<file path="src/rtl/inst_fetch.sv">
// inst_fetch: producer side of the instruction register interface.
// Owns the PC, runs a req/ack handshake with instruction memory and hands
// each fetched word to the instruction register with a one-cycle ir_wr.
// PC redirects from the datapath are accepted in every state; a redirect
// that lands while a fetch is outstanding makes that fetch's data be dropped.
//
// Ports:
//   clk, rst              clock (rising edge), async active-high reset
//   fetch_en              fetch request, only looked at in IDLE
//   pc_ld, pc_ld_val      PC redirect strobe and target
//   imem_req, imem_addr   registered memory request / address
//   imem_ack, imem_rdata  memory data-valid pulse and read data
//   ir_wr, inst_out       IR write strobe and registered instruction word
//   pc, pc_plus4          current PC and combinational PC+4
//   busy                  high whenever the fetch FSM is not IDLE
//   misalign_err          sticky flag: fetch attempted from a misaligned PC
module inst_fetch #(
  parameter logic [31:0] RESET_PC = 32'h0000_3000
) (
  input  logic        clk,
  input  logic        rst,
  input  logic        fetch_en,
  input  logic        pc_ld,
  input  logic [31:0] pc_ld_val,
  output logic        imem_req,
  output logic [31:0] imem_addr,
  input  logic        imem_ack,
  input  logic [31:0] imem_rdata,
  output logic        ir_wr,
  output logic [31:0] inst_out,
  output logic [31:0] pc,
  output logic [31:0] pc_plus4,
  output logic        busy,
  output logic        misalign_err
);

  typedef enum logic [1:0] {S_IDLE, S_REQ, S_DELIVER} state_t;

  state_t      r_state, w_state_next;
  logic [31:0] r_pc, w_pc_next;
  logic        r_imem_req, w_imem_req_next;
  logic [31:0] r_imem_addr, w_imem_addr_next;
  logic        r_ir_wr, w_ir_wr_next;
  logic [31:0] r_inst_out, w_inst_out_next;
  logic        r_misalign_err, w_misalign_err_next;
  // r_flush marks the outstanding fetch as stale; r_redir holds where the
  // PC must go once the memory finally acknowledges it.
  logic        r_flush, w_flush_next;
  logic [31:0] r_redir, w_redir_next;

  always_ff @(posedge clk or posedge rst) begin
    if (rst) begin
      r_state        <= S_IDLE;
      r_pc           <= RESET_PC;
      r_imem_req     <= 1'b0;
      r_imem_addr    <= 32'h0;
      r_ir_wr        <= 1'b0;
      r_inst_out     <= 32'h0;
      r_misalign_err <= 1'b0;
      r_flush        <= 1'b0;
      r_redir        <= 32'h0;
    end else begin
      r_state        <= w_state_next;
      r_pc           <= w_pc_next;
      r_imem_req     <= w_imem_req_next;
      r_imem_addr    <= w_imem_addr_next;
      r_ir_wr        <= w_ir_wr_next;
      r_inst_out     <= w_inst_out_next;
      r_misalign_err <= w_misalign_err_next;
      r_flush        <= w_flush_next;
      r_redir        <= w_redir_next;
    end
  end

  always_comb begin
    w_state_next        = r_state;
    w_pc_next           = r_pc;
    w_imem_req_next     = r_imem_req;
    w_imem_addr_next    = r_imem_addr;
    w_ir_wr_next        = 1'b0;
    w_inst_out_next     = r_inst_out;
    w_misalign_err_next = r_misalign_err;
    w_flush_next        = r_flush;
    w_redir_next        = r_redir;

    case (r_state)
      S_IDLE: begin
        if (pc_ld) begin
          w_pc_next = pc_ld_val;
        end else if (fetch_en) begin
          if (r_pc[1:0] != 2'b00) begin
            w_misalign_err_next = 1'b1;
          end else begin
            w_imem_req_next  = 1'b1;
            w_imem_addr_next = r_pc;
            w_state_next     = S_REQ;
          end
        end
      end

      S_REQ: begin
        if (imem_ack) begin
          w_imem_req_next = 1'b0;
          w_flush_next    = 1'b0;
          if (r_flush || pc_ld) begin
            // Stale fetch: drop the data and land on the newest redirect.
            w_pc_next    = pc_ld ? pc_ld_val : r_redir;
            w_state_next = S_IDLE;
          end else begin
            w_inst_out_next = imem_rdata;
            w_pc_next       = r_pc + 32'd4;
            w_ir_wr_next    = 1'b1;  // registered, so it is high for all of DELIVER
            w_state_next    = S_DELIVER;
          end
        end else if (pc_ld) begin
          w_flush_next = 1'b1;
          w_redir_next = pc_ld_val;
        end
      end

      S_DELIVER: begin
        w_state_next = S_IDLE;
        if (pc_ld) begin
          w_pc_next = pc_ld_val;
        end
      end

      default: begin
        w_state_next = S_IDLE;
      end
    endcase
  end

  assign imem_req     = r_imem_req;
  assign imem_addr    = r_imem_addr;
  assign ir_wr        = r_ir_wr;
  assign inst_out     = r_inst_out;
  assign pc           = r_pc;
  assign pc_plus4     = r_pc + 32'd4;
  assign busy         = (r_state != S_IDLE);
  assign misalign_err = r_misalign_err;

endmodule
</file>
<file path="config.mk">
export PLATFORM = sky130hd
export DESIGN_NAME = inst_fetch
export DESIGN_NICKNAME = d
export VERILOG_FILES = /design/src/rtl/inst_fetch.sv
export SDC_FILE = /design/constraint.sdc
export NUM_CORES = 1
export LEC_CHECK = 0
export CAP_MARGIN = 20
export CORE_MARGIN = 4
export CORE_UTILIZATION = 55
export CTS_CLUSTER_DIAMETER = 30
export DETAILED_ROUTE_END_ITERATION = 12
export DONT_BUFFER_PORTS = 1
export PLACE_DENSITY = 0.73
export SLEW_MARGIN = 40
export SYNTH_ARGS = -nofsm -noshare
export SYNTH_HDL_FRONTEND = slang
export SYNTH_SLANG_ARGS = --single-unit
</file>
<file path="constraint.sdc">
create_clock -name clk -period 13.2 [get_ports clk]
set_input_delay 2.64 -clock clk [delete_from_list [all_inputs] [get_ports clk]]
set_output_delay 2.64 -clock clk [all_outputs]
set_load 0.02 [all_outputs]
</file>
==> key figures <==
GRT
  – Met2 usage: 37.73%
  – GRT Residual Overflow: 0
  – Met1 usage: 31.77%
  – Met3 GRT Util: 8.167%
  – First-pass GRT wire length: 27.46 mm
  – Tot GR Track Use: 24.41%
  – Largest net degree at the start of global routing: 78
  – Number of global-route vias before repair: 5,133
  – Antenna violations before repair: 0
  – Grt peak-use layer: met2

Yosys
  – XOR/XNOR share of the synthesized area: 3.469%
  – Multiplexer share of the synthesized area: 12.00%
  – Cell accounting for the most synthesized area: dfrtp_1
  – Async SR Flop Fraction: 100.0%
  – Largest cells by area after synthesis: dfrtp_1 (48%), mux2_2 (10%), nand2_1 (8.2%)
  – Post-Syn Area: 6817 um^2
  – Syn Area/Cell: 9.980 um^2
  – Yosys cell types: 63
  – Primary FF master, synth: dfrtp_1
  – Main combinational cell family by area after synthesis: simple AND/OR/NAND/NOR gates
  – Post-synthesis simple-gate area fraction: 21.44%
  – Count of state elements after synthesis: 134
  – Most common cell in the netlist: nand2_1
  – Cell count after synthesis: 683
  – EDFF count, synth: 0
  – Compound-Gate Fraction of Synth Area: 9.012%
  – Yosys top cell area share: 48.46%
  – Synth top cells by count: nand2_1 (149), dfrtp_1 (132), mux2_2 (62)
  – Synth Area in Adders: 0.1836%
  – Net count after synthesis: 753
  – Yosys warnings: 0
  – Post-synthesis sequential area ratio: 49.23%

Final layout
  – Ant diodes: 0
  – Non-filler cells, final: 833
  – Design area: 7433 um^2
  – Area Overhead vs Synth: 9.049%
  – Layout cell share with drive strength beyond 1: 18.35%
  – Fill count: 969
  – Nets: 722
  – Fin util: 61.63%

Timing
  – Final slew viol count: 0
  – Setup-failing EPs final: 0
  – Setup TNS: 0 ns
  – Final hold vios: 0
  – Fin crit period: 5.510 ns
  – Rel. slew slack: 43.14%
  – Least-Margin Pin Slew: 0.8529 ns
  – Period utilization: 41.74%
  – Clock skew: 0.01015 ns
  – Max Fclk: 181.5 MHz
  – Unrepaired setup endpoints after global routing: no

Die
  – Initial core utilization: 56.51%
  – Die Span Y: 119.3 um
  – Site Rows: 40
  – Core ar.: 12,060 um^2
  – Die width: 119.3 um
  – # IOs: 201
  – Die area: 14,240 um^2

Power and ir drop
  – PD cells: 213.1 nW/um^2
  – Leak pwr: 3.328 nW
  – Peak supply drop: 134.4 uV

Clocking
  – CTS tree: yes
  – Clk sink count: 134
  – Max H-tree Level: 4
  – Clock root buffer: clkbuf_16
  – Post-CTS Hold Fix Bufs: 0
  – Post-cts resize count: 0
  – Clock transition at path regs: 0.06 ns
  – Later-pin clock latency in the skew report: 0.42 ns
  – CTS buffer count: 17
  – Total setup buffers inserted after CTS: 0
  – Deepest clock path buffer count: 2

Setup path
  – Setup CP Type: reg2out
  – CP startpoint kind: register
  – CP arrival: 2.87 ns
  – R2r startpoint: r_state[0]$_DFFE_PP0P_
  – Crit path required time: 10.56 ns
  – R2r setup slk: 10.77 ns
  – Worst-case reg-to-reg path depth: 5
  – Slowest stage delay, CP: 0.62 ns
  – Crit-path slowest cell: dfrtp_1
  – Worst-path maximum fanout: 11
  – RR Endpoint: pc[17]$_DFFE_PP0P_
  – Critical path capture point type: primary output
  – Worst-path cell chain: and4_1, nand3_2, or4_4, xnor2_1

Placement
  – HPWL after DPL: 12.07 mm
  – Placed cell area: 6819 um^2
  – GP Congestion: 0.9114
  – I/O Buffers: 0
  – Cells after DPL: 801

Status
  – Status: complete, no violations

Detailed routing
  – DRC violations left: 0
  – Average wire per standard cell: 20.64 um
  – Total Routed Length: 17.20 mm
  – Pre-antenna DRT Iters: 4
  – Initial drt markers: 430
  – Antenna-violating nets left: 0
  – Via count: 5,136
  – Post-DR vias/cell: 6.166

Worst hold path
  – Worst-case hold path end point: r_redir[19]$_DFFE_PP0P_
  – Min-delay worst type: reg2reg
  – Startpoint of the worst hold path: r_redir[19]$_DFFE_PP0P_
  – Hold Path Depth: 1

Job
  – # Max-Cap Violations: 0
## worst max path at each step
stage	from	end	cells after the start	slack, ns
CTS	pc[4]$_DFFE_PP0P_	pc_plus4[31]	4	7.69
detailed placement	pc[4]$_DFFE_PP0P_	pc_plus4[31]	4	8.16
floorplan	rst	imem_addr[0]$_DFFE_PP0P_	1	6.98
finish	pc[4]$_DFFE_PP0P_	pc_plus4[31]	4	7.69
global route	pc[2]$_DFFE_PP0P_	pc_plus4[20]	5	7.55
global placement	pc[4]$_DFFE_PP0P_	pc_plus4[31]	4	8.18
## critical path, delay by kind of cell, from the launching register on
| family | cells | cell delay [ns] |
|---|---|---|
| XOR/XNOR | 1 | 0.43 |
| flip-flops | 1 | 0.62 |
| AND/OR/NAND/NOR | 3 | 1.40 |
## flip-flops by register name, summed over array words and instances, names as in the netlist
signal / count
r_redir: 32
misalign_err: 1
r_state: 2
pc: 32
inst_out: 32
imem_req: 1
r_flush: 1
imem_addr: 32
ir_wr: 1
## layer usage
metal / routed length, um / share of wire, %
met3: 1596 / 9.3
met1: 7091 / 41
met5: 0 / 0
met4: 425 / 2.5
met2: 8083 / 47
## metrics by stage
step / total power [mW] / setup WS [ns] / hold WS, ns
4_1_cts: 1.594 / 7.688 / 0.4995
6_report: 1.584 / 7.690 / 0.4997
2_1_floorplan: 1.039 / 6.981 / 0.4716
5_1_grt: 1.668 / 7.547 / 0.5081
3_5_place_dp: 1.119 / 8.160 / 0.4870
3_3_place_gp: 1.098 / 8.183 / 0.4803
## cells by family (layout without fill, tap and decap cells)
logic type	count (synthesis)	count (layout)
AO/OA/AOI/OAI	87	87
adder cells (fa/ha/maj)	1	1
AND/OR/NAND/NOR	291	291
buffers and inverters	69	51
flip-flops	134	134
multiplexers	74	74
XOR/XNOR	27	27
## report_power, final
| part | switching, mW | internal [mW] |
|---|---|---|
| registers | 0.277 | 0.559 |
| logic | 0.150 | 0.126 |
| clock network | 0.175 | 0.298 |
| total | 0.602 | 0.982 |
## final cells by class
| type | count | area (um^2) | share of cell area (%) |
|---|---|---|---|
| inverters | 14 | 57.56 | 0.7743 |
| clock inverters | 11 | 123.9 | 1.666 |
| clock buffers | 21 | 480.5 | 6.464 |
| flip-flops and latches | 134 | 3356 | 45.14 |
| multi-input cells | 480 | 3168 | 42.62 |
| repair buffers | 5 | 37.54 | 0.5050 |
| well taps | 168 | 210.2 | 2.828 |
## cell usage in the layout (no fill, tap or decap), types with 15 or more instances in the layout
cell type,instances
xnor2_1,19
nand3_1,28
nand4_1,15
nand2_1,148
o21ai_0,26
dfrtp_1,132
clkbuf_16,17
mux2_2,62
nor2_1,20
Note: power is estimated with default switching activity, not from simulation.
